$ cat src/rtl/serial_adder.sv
// Bit-serial adder: one full-add cell and a carry flop consume the operands LSB-first,
// one bit per clock, and publish {carry_out, sum_out} with a single-cycle done pulse.
module serial_adder #(
    parameter int WIDTH = 8
) (
    input  logic             clk,
    input  logic             rst,
    input  logic             start_in,
    input  logic [WIDTH-1:0] a_in,
    input  logic [WIDTH-1:0] b_in,
    input  logic             cin_in,
    output logic             busy_out,
    output logic             done_out,
    output logic [WIDTH-1:0] sum_out,
    output logic             carry_out
);
    localparam int CW = (WIDTH > 1) ? $clog2(WIDTH) : 1;
    localparam logic [CW-1:0] LAST = CW'(WIDTH - 1);

    typedef enum logic [1:0] {
        IDLE = 2'd0,
        ADD  = 2'd1,
        DONE = 2'd2
    } state_t;

    state_t           state_q;
    logic [WIDTH-1:0] a_sh_q;
    logic [WIDTH-1:0] b_sh_q;
    logic [WIDTH-1:0] r_sh_q;
    logic             c_q;
    logic [CW-1:0]    cnt_q;
    logic             done_q;
    logic [WIDTH-1:0] sum_q;
    logic             carry_q;

    logic             s_d;
    logic             c_d;
    logic [WIDTH-1:0] r_sh_d;

    always_comb begin
        s_d    = a_sh_q[0] ^ b_sh_q[0] ^ c_q;
        c_d    = (a_sh_q[0] & b_sh_q[0]) | (a_sh_q[0] & c_q) | (b_sh_q[0] & c_q);
        r_sh_d = {s_d, r_sh_q[WIDTH-1:1]};
    end

    always_ff @(posedge clk or posedge rst) begin
        if (rst) begin
            state_q <= IDLE;
            a_sh_q  <= '0;
            b_sh_q  <= '0;
            r_sh_q  <= '0;
            c_q     <= 1'b0;
            cnt_q   <= '0;
            done_q  <= 1'b0;
            sum_q   <= '0;
            carry_q <= 1'b0;
        end else begin
            case (state_q)
                IDLE: begin
                    if (start_in) begin
                        a_sh_q  <= a_in;
                        b_sh_q  <= b_in;
                        c_q     <= cin_in;
                        cnt_q   <= '0;
                        r_sh_q  <= '0;
                        state_q <= ADD;
                    end
                end
                ADD: begin
                    c_q    <= c_d;
                    a_sh_q <= a_sh_q >> 1;
                    b_sh_q <= b_sh_q >> 1;
                    r_sh_q <= r_sh_d;
                    // The counter parks on the last bit so no wrap is ever visible.
                    if (cnt_q == LAST) begin
                        sum_q   <= r_sh_d;
                        carry_q <= c_d;
                        done_q  <= 1'b1;
                        state_q <= DONE;
                    end else begin
                        cnt_q <= cnt_q + CW'(1);
                    end
                end
                DONE: begin
                    done_q  <= 1'b0;
                    state_q <= IDLE;
                end
                default: state_q <= IDLE;
            endcase
        end
    end

    assign busy_out  = (state_q != IDLE);
    assign done_out  = done_q;
    assign sum_out   = sum_q;
    assign carry_out = carry_q;
endmodule

$ cat config.mk
export PLATFORM = sky130hd
export DESIGN_NAME = serial_adder
export DESIGN_NICKNAME = d
export VERILOG_FILES = /design/src/rtl/serial_adder.sv
export SDC_FILE = /design/constraint.sdc
export NUM_CORES = 1
export LEC_CHECK = 0
export CORE_MARGIN = 2
export CORE_UTILIZATION = 54
export CTS_BUF_LIST = sky130_fd_sc_hd__clkbuf_2
export CTS_CLUSTER_DIAMETER = 40
export DETAILED_ROUTE_END_ITERATION = 10
export GPL_TIMING_DRIVEN = 0
export PLACE_DENSITY_LB_ADDON = 0.15
export SYNTH_ARGS = -nofsm -noshare
export SYNTH_HDL_FRONTEND = slang
export SYNTH_SLANG_ARGS = --single-unit
$ cat constraint.sdc
create_clock -name clk -period 1.73 [get_ports clk]
set_input_delay 0.346 -clock clk [delete_from_list [all_inputs] [get_ports clk]]
set_output_delay 0.346 -clock clk [all_outputs]
set_load 0.01 [all_outputs]
==> impl_results.html, run 1 <==
<table>
<tr><th>Metric</th><th>Value</th></tr>
<tr><th colspan="2">CTS</th></tr>
<tr><td>Root Buffer</td><td>sky130_fd_sc_hd__clkbuf_2</td></tr>
<tr><td>Worst-skew pair later-pin latency</td><td>0.38 ns</td></tr>
<tr><td>Clock Sink Count</td><td>39</td></tr>
<tr><td>Clock buffers created by TritonCTS</td><td>5</td></tr>
<tr><td>TritonCTS clock tree</td><td>yes</td></tr>
<tr><td>Clk pin slew, worst setup/hold paths</td><td>0.20 ns</td></tr>
<tr><td>Number of buffers between clock root and the deepest sink</td><td>2</td></tr>
<tr><td>Depth of the CTS H-tree</td><td>2</td></tr>
<tr><th colspan="2">Detailed routing</th></tr>
<tr><td>Via total after detailed routing</td><td>1404</td></tr>
<tr><td>Number of iterations in the first detailed-routing pass</td><td>4</td></tr>
<tr><td>WL/cell</td><td>15.61 µm</td></tr>
<tr><td>DRC violations left</td><td>0</td></tr>
<tr><td>DRT iter0 DRCs</td><td>82</td></tr>
<tr><td>Via-to-Cell Ratio</td><td>5.874</td></tr>
<tr><td>Total wirelength of the detailed-routed design</td><td>3.731 mm</td></tr>
<tr><td>Post-route antenna net violation count</td><td>0</td></tr>
<tr><th colspan="2">Yosys</th></tr>
<tr><td>Number of nets in the synthesized netlist</td><td>169</td></tr>
<tr><td>Cell area after technology mapping</td><td>1747 µm²</td></tr>
<tr><td>Post-synth cell types</td><td>25</td></tr>
<tr><td>Proportion of synthesized flip-flops having asynchronous set or reset</td><td>1.000</td></tr>
<tr><td>Post-synth EDFFs</td><td>0</td></tr>
<tr><td>Number of synthesized register bits</td><td>39</td></tr>
<tr><td>Most used DFF post-synth</td><td>sky130_fd_sc_hd__dfrtp_1</td></tr>
<tr><td>Part of the Yosys area used for sequential elements</td><td>0.5587</td></tr>
<tr><td>Avg Cell Area, Syn</td><td>11.96 µm²</td></tr>
<tr><td>Cell count after synthesis</td><td>146</td></tr>
<tr><td>Total of warnings raised by yosys</td><td>0</td></tr>
<tr><th colspan="2">Power and ir drop</th></tr>
<tr><td>Share of power burned in registers</td><td>0.427</td></tr>
<tr><td>Total leakage power</td><td>1.135 nW</td></tr>
<tr><td>Sw Ratio</td><td>0.3496</td></tr>
<tr><td>Worst ir drop on vdd</td><td>0.9337 mV</td></tr>
<tr><td>Clock network fraction of total power</td><td>0.144</td></tr>
<tr><td>Switching power total</td><td>1.284 mW</td></tr>
<tr><td>Internal portion of total power</td><td>2.389 mW</td></tr>
<tr><td>Cell Pwr Density</td><td>1598 nW/µm²</td></tr>
<tr><td>Share of total power in combinational logic</td><td>0.429</td></tr>
<tr><th colspan="2">Worst setup path</th></tr>
<tr><td>CP bufs+invs</td><td>3</td></tr>
<tr><td>Ordered cell list for the critical path</td><td>buf_6 &gt; clkinvlp_4 &gt; nand2_1 &gt; clkdlybuf4s15_1</td></tr>
<tr><td>FF-to-FF path depth</td><td>5</td></tr>
<tr><td>Data required time at the worst endpoint</td><td>1.38 ns</td></tr>
<tr><td>Type of the worst setup path</td><td>flop to output port</td></tr>
<tr><td>R2r startpoint</td><td>cnt_q[0]</td></tr>
<tr><td>Critical path launch point type</td><td>flop</td></tr>
<tr><td>Highest fanout seen on the critical path</td><td>9</td></tr>
<tr><td>Critical-path cell with the highest stage delay</td><td>sky130_fd_sc_hd__dfrtp_1</td></tr>
<tr><td>Endpoint class of the critical path</td><td>output port</td></tr>
<tr><td>Worst flop-to-flop path endpoint</td><td>sum_out[0]</td></tr>
<tr><td>R2R setup slack</td><td>0.19 ns</td></tr>
<tr><td>Cell class contributing the biggest share of worst-path delay</td><td>buffers and inverters</td></tr>
<tr><td>Slowest cell delay on critical path</td><td>0.38 ns</td></tr>
<tr><td>Critical path data arrival time</td><td>1.28 ns</td></tr>
<tr><th colspan="2">Timing</th></tr>
<tr><td>Max Fclk</td><td>616.4 MHz</td></tr>
<tr><td>Unrepaired setup endpoints after global routing</td><td>false</td></tr>
<tr><td>Clock Skew</td><td>0.01578 ns</td></tr>
<tr><td>Setup-failing EPs final</td><td>0</td></tr>
<tr><td>Number of hold-slack violations in the final timing report</td><td>0</td></tr>
<tr><td>Final-layout setup total negative slack</td><td>0 ns</td></tr>
<tr><td>Slew Viols, Final</td><td>0</td></tr>
<tr><td>Worst slew margin</td><td>0.4766</td></tr>
<tr><td>Period minus WS final</td><td>1.622 ns</td></tr>
<tr><td>Slew @ Worst Pin</td><td>0.7840 ns</td></tr>
<tr><td>Share of the clock period used by the worst path</td><td>0.9378</td></tr>
<tr><th colspan="2">Placed design</th></tr>
<tr><td>GP Congestion</td><td>0.7931</td></tr>
<tr><td>Count of input and output buffers</td><td>30</td></tr>
<tr><td>Placed Area</td><td>2102 µm²</td></tr>
<tr><td>Sum of net half-perimeters after detailed placement</td><td>2.436 mm</td></tr>
<tr><th colspan="2">Global route</th></tr>
<tr><td>Global-route wire length before repair</td><td>6.072 mm</td></tr>
<tr><td>Via count of the first global-routing pass</td><td>1363</td></tr>
<tr><td>Maximum number of pins on one net before global-route repair</td><td>40</td></tr>
<tr><td>Total global routing overflow</td><td>0</td></tr>
<tr><td>Initial antenna violation count</td><td>0</td></tr>
<tr><td>GR Util All Layers</td><td>0.2225</td></tr>
<tr><th colspan="2">Cells and area</th></tr>
<tr><td>Final Cell Area</td><td>2298 µm²</td></tr>
<tr><td>Number of antenna cells inserted</td><td>0</td></tr>
<tr><td>Number of nets at the end of the flow</td><td>217</td></tr>
<tr><td>Layout overhead on the synthesized area</td><td>31.59%</td></tr>
<tr><td>Share of post-route cells with drive strength above 1</td><td>0.2154</td></tr>
<tr><th colspan="2">Outcome</th></tr>
<tr><td>Status</td><td>finished clean</td></tr>
<tr><th colspan="2">Floorplan</th></tr>
<tr><td>Core box area</td><td>3053 µm²</td></tr>
<tr><td>Starting Density</td><td>0.5721</td></tr>
<tr><td>Die W</td><td>60.88 µm</td></tr>
<tr><td>Overall die height</td><td>60.88 µm</td></tr>
<tr><td>Number of top-level design ports</td><td>31</td></tr>
<tr><td>Placement row count</td><td>20</td></tr>
<tr><td>Area of the die</td><td>3706 µm²</td></tr>
<tr><th colspan="2">Hold path</th></tr>
<tr><td>Path type of the worst min-delay path</td><td>primary input to asynchronous set/reset pin</td></tr>
<tr><th colspan="2">Run</th></tr>
<tr><td>Count of max-cap constraint violations</td><td>0</td></tr>
</table>
## timing repair
item,4_1_cts,5_1_grt
buffers inserted,4,9
setup endpoints to repair,1,11
gates resized for setup,6,12
hold buffers,0,0
## per-stage QoR
step,std cells,hold slack [ns],setup slack (ns),total power [mW],util
floorplan,146,0.4556,0.2965,2.543,-
global placement,220,0.4634,-0.2954,2.941,0.6885
detailed placement,220,0.4860,-0.1170,3.035,0.6885
CTS,230,0.4179,0.01110,3.593,0.7209
global route,239,0.4205,0.004383,3.950,0.7529
finish,239,0.3962,0.1077,3.673,0.7529
## cells by family (layout without fill, tap and decap cells)
family / Yosys count / count (layout) / share of synthesized area
buf+inv: 15 / 64 / 0.04799
mux: 9 / 9 / 0.07736
compound gates: 65 / 65 / 0.2364
simple gates: 15 / 15 / 0.05373
flops: 39 / 39 / 0.5587
fa+ha+maj: 3 / 3 / 0.02579
## cell type report
cell class	instances	area (µm²)
Timing Repair Buffer	43	422.9
Sequential cell	39	975.9
Multi-Input combinational cell	92	686.9
Buffer	9	67.56
Clock buffer	5	25.02
Clock inverter	3	38.79
Inverter	4	26.28
Fill cell	223	754.5
Tap cell	44	55.05
## cell usage in the layout (no fill, tap or decap), drive strengths merged
cell type,n
a21oi,18
a22o,7
a22oi,3
and2b,1
buf,21
bufinv,1
clkbuf,6
clkdlybuf4s15,1
clkdlybuf4s50,19
clkinv,2
clkinvlp,1
dfrtp,39
dlymetal6s2s,10
fa,1
ha,2
inv,3
mux2,9
nand2,6
nand2b,3
nor2,2
nor2b,1
nor3,1
nor4bb,1
o21ai,5
o22ai,28
o2bb2ai,4
## worst register-to-register path: cells and delay by family, from the launching register on
family                   cells  cell delay, ns
AND/OR/NAND/NOR              1            0.12
buffers and inverters        1            0.17
adder cells (fa/ha/maj)      2            0.38
multiplexers                 1            0.31
flip-flops                   1            0.46
## cell usage after synthesis (2+ instances only)
master                      instances  area [µm²]
sky130_fd_sc_hd__a21oi_1           18       90.09
sky130_fd_sc_hd__a22o_1             7       61.31
sky130_fd_sc_hd__a22oi_1            3       22.52
sky130_fd_sc_hd__buf_2              4       20.02
sky130_fd_sc_hd__buf_4              4       30.03
sky130_fd_sc_hd__clkbuf_1           2       7.510
sky130_fd_sc_hd__dfrtp_1           39       975.9
sky130_fd_sc_hd__ha_1               2       25.02
sky130_fd_sc_hd__inv_1              3       11.26
sky130_fd_sc_hd__mux2_4             9       135.1
sky130_fd_sc_hd__nand2_1            5       18.77
sky130_fd_sc_hd__nand2b_1           3       18.77
sky130_fd_sc_hd__nor2_1             2       7.510
sky130_fd_sc_hd__o21ai_0            4       20.02
sky130_fd_sc_hd__o22ai_1           28       175.2
sky130_fd_sc_hd__o2bb2ai_1          4       35.03
## power by group through the flow
stage          clock, mW  combinational (mW)  sequential, mW
5_1_grt            0.594                1.74            1.62
3_5_place_dp           0                1.44            1.59
4_1_cts            0.542                1.48            1.57
3_3_place_gp           0                1.38            1.56
6_report           0.530                1.58            1.57
2_1_floorplan          0               0.980            1.56
## flip-flops by register name (all words and copies together) (netlist names)
| signal | count |
|---|---|
| b_sh_q | 8 |
| state_q | 2 |
| a_sh_q | 8 |
| cnt_q | 3 |
| done_out | 1 |
| r_sh_q | 7 |
| sum_out | 8 |
| c_q | 1 |
| carry_out | 1 |
## how the worst max path moves through the flow
stage / endpoint / depth (start not counted) / from
after floorplan: carry_out / 5 / cnt_q[0]
after global placement: b_sh_q[7] / 2 / rst
after detailed placement: busy_out / 5 / state_q[0]
after CTS: done_out / 1 / done_out
after global routing: busy_out / 4 / state_q[0]
final: busy_out / 4 / state_q[0]
## per-layer routing
metal	wire [µm]	share of wire	GRT usage	vias up
met3	187	0.050	0.06823	4
met5	0	0	0	-
li1	-	-	-	649
met1	1565	0.42	0.2701	706
met4	34	0.0091	0.06522	0
met2	1944	0.52	0.3825	45
Power figures use the tool's default switching activity.
==> run 2, diff against run 1 <==
==> constraint.sdc (replaced) <==
create_clock -name clk -period 1.73 [get_ports clk]
set_input_delay 0.173 -clock clk [delete_from_list [all_inputs] [get_ports clk]]
set_output_delay 0.173 -clock clk [all_outputs]
set_load 0.01 [all_outputs]
==> run 2 against run 1 <==
Against the previous run: cell area shrank 4.6%; non-clock buffer count shrank 10; sequential power is essentially flat; first-iteration DRC count shrank 1.2%; die area is the same; worst hold slack lost 0.17 ns; count of clock-buffer cells in the layout is the same; critical endpoint unchanged; critical path type unchanged.
==> impl_results.html, run 2 (synthesis results as in run 1) <==
<table>
<tr><th>Metric</th><th>Value</th></tr>
<tr><th colspan="2">Timing</th></tr>
<tr><td>Period minus WS final</td><td>1.559 ns</td></tr>
<tr><td>Final-layout setup total negative slack</td><td>0 ns</td></tr>
<tr><td>Max Fclk</td><td>641.3 MHz</td></tr>
<tr><td>Slew @ Worst Pin</td><td>0.7877 ns</td></tr>
<tr><td>Unrepaired setup endpoints after global routing</td><td>false</td></tr>
<tr><td>Share of the clock period used by the worst path</td><td>0.9014</td></tr>
<tr><td>Slew Viols, Final</td><td>0</td></tr>
<tr><td>Clock Skew</td><td>0.01460 ns</td></tr>
<tr><td>Min setup slack post-route</td><td>0.1706 ns</td></tr>
<tr><td>Setup-failing EPs final</td><td>0</td></tr>
<tr><td>Worst hold margin</td><td>0.2244 ns</td></tr>
<tr><td>Number of hold-slack violations in the final timing report</td><td>0</td></tr>
<tr><td>Worst slew margin</td><td>0.4741</td></tr>
<tr><th colspan="2">Floorplan</th></tr>
<tr><td>Placement row count</td><td>20</td></tr>
<tr><td>Starting Density</td><td>0.5721</td></tr>
<tr><td>Die W</td><td>60.88 µm</td></tr>
<tr><td>Area of the die</td><td>3706 µm²</td></tr>
<tr><td>Core box area</td><td>3053 µm²</td></tr>
<tr><td>Overall die height</td><td>60.88 µm</td></tr>
<tr><td>Number of top-level design ports</td><td>31</td></tr>
<tr><th colspan="2">Global route</th></tr>
<tr><td>Maximum number of pins on one net before global-route repair</td><td>40</td></tr>
<tr><td>Total global routing overflow</td><td>0</td></tr>
<tr><td>Via count of the first global-routing pass</td><td>1342</td></tr>
<tr><td>GR Util All Layers</td><td>0.2207</td></tr>
<tr><td>Initial antenna violation count</td><td>0</td></tr>
<tr><td>Global-route wire length before repair</td><td>6.037 mm</td></tr>
<tr><th colspan="2">Worst setup path</th></tr>
<tr><td>Critical-path cell with the highest stage delay</td><td>sky130_fd_sc_hd__dfrtp_1</td></tr>
<tr><td>Critical path data arrival time</td><td>1.39 ns</td></tr>
<tr><td>Cell class contributing the biggest share of worst-path delay</td><td>buffers and inverters</td></tr>
<tr><td>Endpoint class of the critical path</td><td>output port</td></tr>
<tr><td>Type of the worst setup path</td><td>flop to output port</td></tr>
<tr><td>Data required time at the worst endpoint</td><td>1.56 ns</td></tr>
<tr><td>Slowest cell delay on critical path</td><td>0.44 ns</td></tr>
<tr><td>Ordered cell list for the critical path</td><td>buf_6 &gt; inv_8 &gt; nand2_1 &gt; dlygate4sd2_1</td></tr>
<tr><td>Critical path launch point type</td><td>flop</td></tr>
<tr><td>Highest fanout seen on the critical path</td><td>18</td></tr>
<tr><td>CP bufs+invs</td><td>3</td></tr>
<tr><th colspan="2">Placed design</th></tr>
<tr><td>Post-place setup slack</td><td>0.05601 ns</td></tr>
<tr><td>Sum of net half-perimeters after detailed placement</td><td>2.436 mm</td></tr>
<tr><td>GP Congestion</td><td>0.7931</td></tr>
<tr><td>Count of input and output buffers</td><td>30</td></tr>
<tr><td>Placed Area</td><td>2102 µm²</td></tr>
<tr><td>Number of placed instances with taps included</td><td>220</td></tr>
<tr><th colspan="2">Detailed routing</th></tr>
<tr><td>Post-route antenna net violation count</td><td>0</td></tr>
<tr><td>DRC violations left</td><td>0</td></tr>
<tr><td>DRT iter0 DRCs</td><td>81</td></tr>
<tr><td>Via-to-Cell Ratio</td><td>5.948</td></tr>
<tr><td>Total wirelength of the detailed-routed design</td><td>3.551 mm</td></tr>
<tr><td>Number of iterations in the first detailed-routing pass</td><td>4</td></tr>
<tr><td>Via total after detailed routing</td><td>1362</td></tr>
<tr><td>WL/cell</td><td>15.51 µm</td></tr>
<tr><th colspan="2">Cells and area</th></tr>
<tr><td>Layout overhead on the synthesized area</td><td>25.57%</td></tr>
<tr><td>Area used by multi-input combinational logic</td><td>686.9 µm²</td></tr>
<tr><td>Seq. cell area</td><td>975.9 µm²</td></tr>
<tr><td>Final Cell Area</td><td>2193 µm²</td></tr>
<tr><td>Number of nets at the end of the flow</td><td>207</td></tr>
<tr><td>Highest-count cells in the layout ignoring fill and taps</td><td>39 x sky130_fd_sc_hd__dfrtp_1, 29 x sky130_fd_sc_hd__clkdlybuf4s50_1, 28 x sky130_fd_sc_hd__o22ai_1, 18 x sky130_fd_sc_hd__a21oi_1, 9 x sky130_fd_sc_hd__mux2_4</td></tr>
<tr><td>Number of fill cells in the layout</td><td>235</td></tr>
<tr><td>Share of post-route cells with drive strength above 1</td><td>0.1730</td></tr>
<tr><td>Most frequent standard cell in the layout excluding fill and tap cells</td><td>sky130_fd_sc_hd__dfrtp_1</td></tr>
<tr><td>Count of non-filler cells in the finished layout</td><td>229</td></tr>
<tr><td>Post-route core utilization</td><td>0.7184</td></tr>
<tr><td>Number of antenna cells inserted</td><td>0</td></tr>
<tr><th colspan="2">CTS</th></tr>
<tr><td>Hold_buf cts</td><td>0</td></tr>
<tr><td>Clock buffers created by TritonCTS</td><td>5</td></tr>
<tr><td>Number of buffers between clock root and the deepest sink</td><td>2</td></tr>
<tr><td>Worst-skew pair later-pin latency</td><td>0.38 ns</td></tr>
<tr><td>Root Buffer</td><td>sky130_fd_sc_hd__clkbuf_2</td></tr>
<tr><td>Depth of the CTS H-tree</td><td>2</td></tr>
<tr><td>Clock Sink Count</td><td>39</td></tr>
<tr><td>Clk pin slew, worst setup/hold paths</td><td>0.20 ns</td></tr>
<tr><td>TritonCTS clock tree</td><td>yes</td></tr>
<tr><th colspan="2">Power and ir drop</th></tr>
<tr><td>Cell Pwr Density</td><td>1627 nW/µm²</td></tr>
<tr><td>Worst ir drop on vdd</td><td>0.9128 mV</td></tr>
<tr><td>Total power consumption of the routed design</td><td>3.569 mW</td></tr>
<tr><td>Total leakage power</td><td>0.9656 nW</td></tr>
<tr><th colspan="2">Run</th></tr>
<tr><td>Count of max-cap constraint violations</td><td>0</td></tr>
<tr><th colspan="2">Hold path</th></tr>
<tr><td>Path type of the worst min-delay path</td><td>primary input to asynchronous set/reset pin</td></tr>
<tr><th colspan="2">Outcome</th></tr>
<tr><td>Status</td><td>finished clean</td></tr>
</table>
-- run 2: cell types whose count changed in the layout (fill, tap and decap cells not counted), sizes merged --
cell	change
dlymetal6s2s	-10
buf	-10
clkdlybuf4s50	+10
dlygate4sd2	+1
clkdlybuf4s15	-1
-- run 2: where the power goes --
| part | switching (mW) | internal (mW) |
|---|---|---|
| sequential | 0.278 | 1.29 |
| clock | 0.291 | 0.238 |
| combinational | 0.684 | 0.790 |
| total | 1.25 | 2.32 |
-- run 2: worst paths after layout --
check / startpoint / end / slack, ns / cells past startpoint
setup / recovery: state_q[1] / busy_out / 0.17 / 4
hold / removal: rst / sum_out[6] / 0.22 / 2
setup reg to reg: cnt_q[0] / sum_out[0] / 0.20 / 5
hold reg to reg: a_sh_q[7] / a_sh_q[6] / 0.51 / 2
max in group asynchronous: rst / b_sh_q[4] / 1.00 / 2
min in group clk: a_in[7] / a_sh_q[7] / 0.32 / 3
-- run 2: layer usage --
metal / up-vias / global-route usage / part of all wire
met5: - / 0 / 0
met1: 679 / 0.2715 / 0.43
li1: 634 / - / -
met2: 43 / 0.3779 / 0.51
met3: 6 / 0.06823 / 0.048
met4: 0 / 0.05901 / 0.013
-- run 2: timing repair --
action / CTS / global route
setup buffers: 3 / 0
endpoints found under the setup margin: 1 / 0
gates resized for setup: 6 / 0
-- run 2: cell type report --
type | count | area share
buffer | 9 | 0.02909
clock buffer | 5 | 0.01141
clock inverter | 3 | 0.01768
inverter | 4 | 0.01198
multi-input combinational | 92 | 0.3132
sequential | 39 | 0.4450
tap | 44 | 0.02510
timing repair buffer | 33 | 0.1466
-- run 2: worst reg2reg max path: stages (launching register included) --
cell and delay, ns:
sky130_fd_sc_hd__dfrtp_1 0.45, sky130_fd_sc_hd__ha_1 0.21, sky130_fd_sc_hd__ha_1 0.17, sky130_fd_sc_hd__buf_4 0.17
sky130_fd_sc_hd__nand2_8 0.12, sky130_fd_sc_hd__mux2_4 0.31
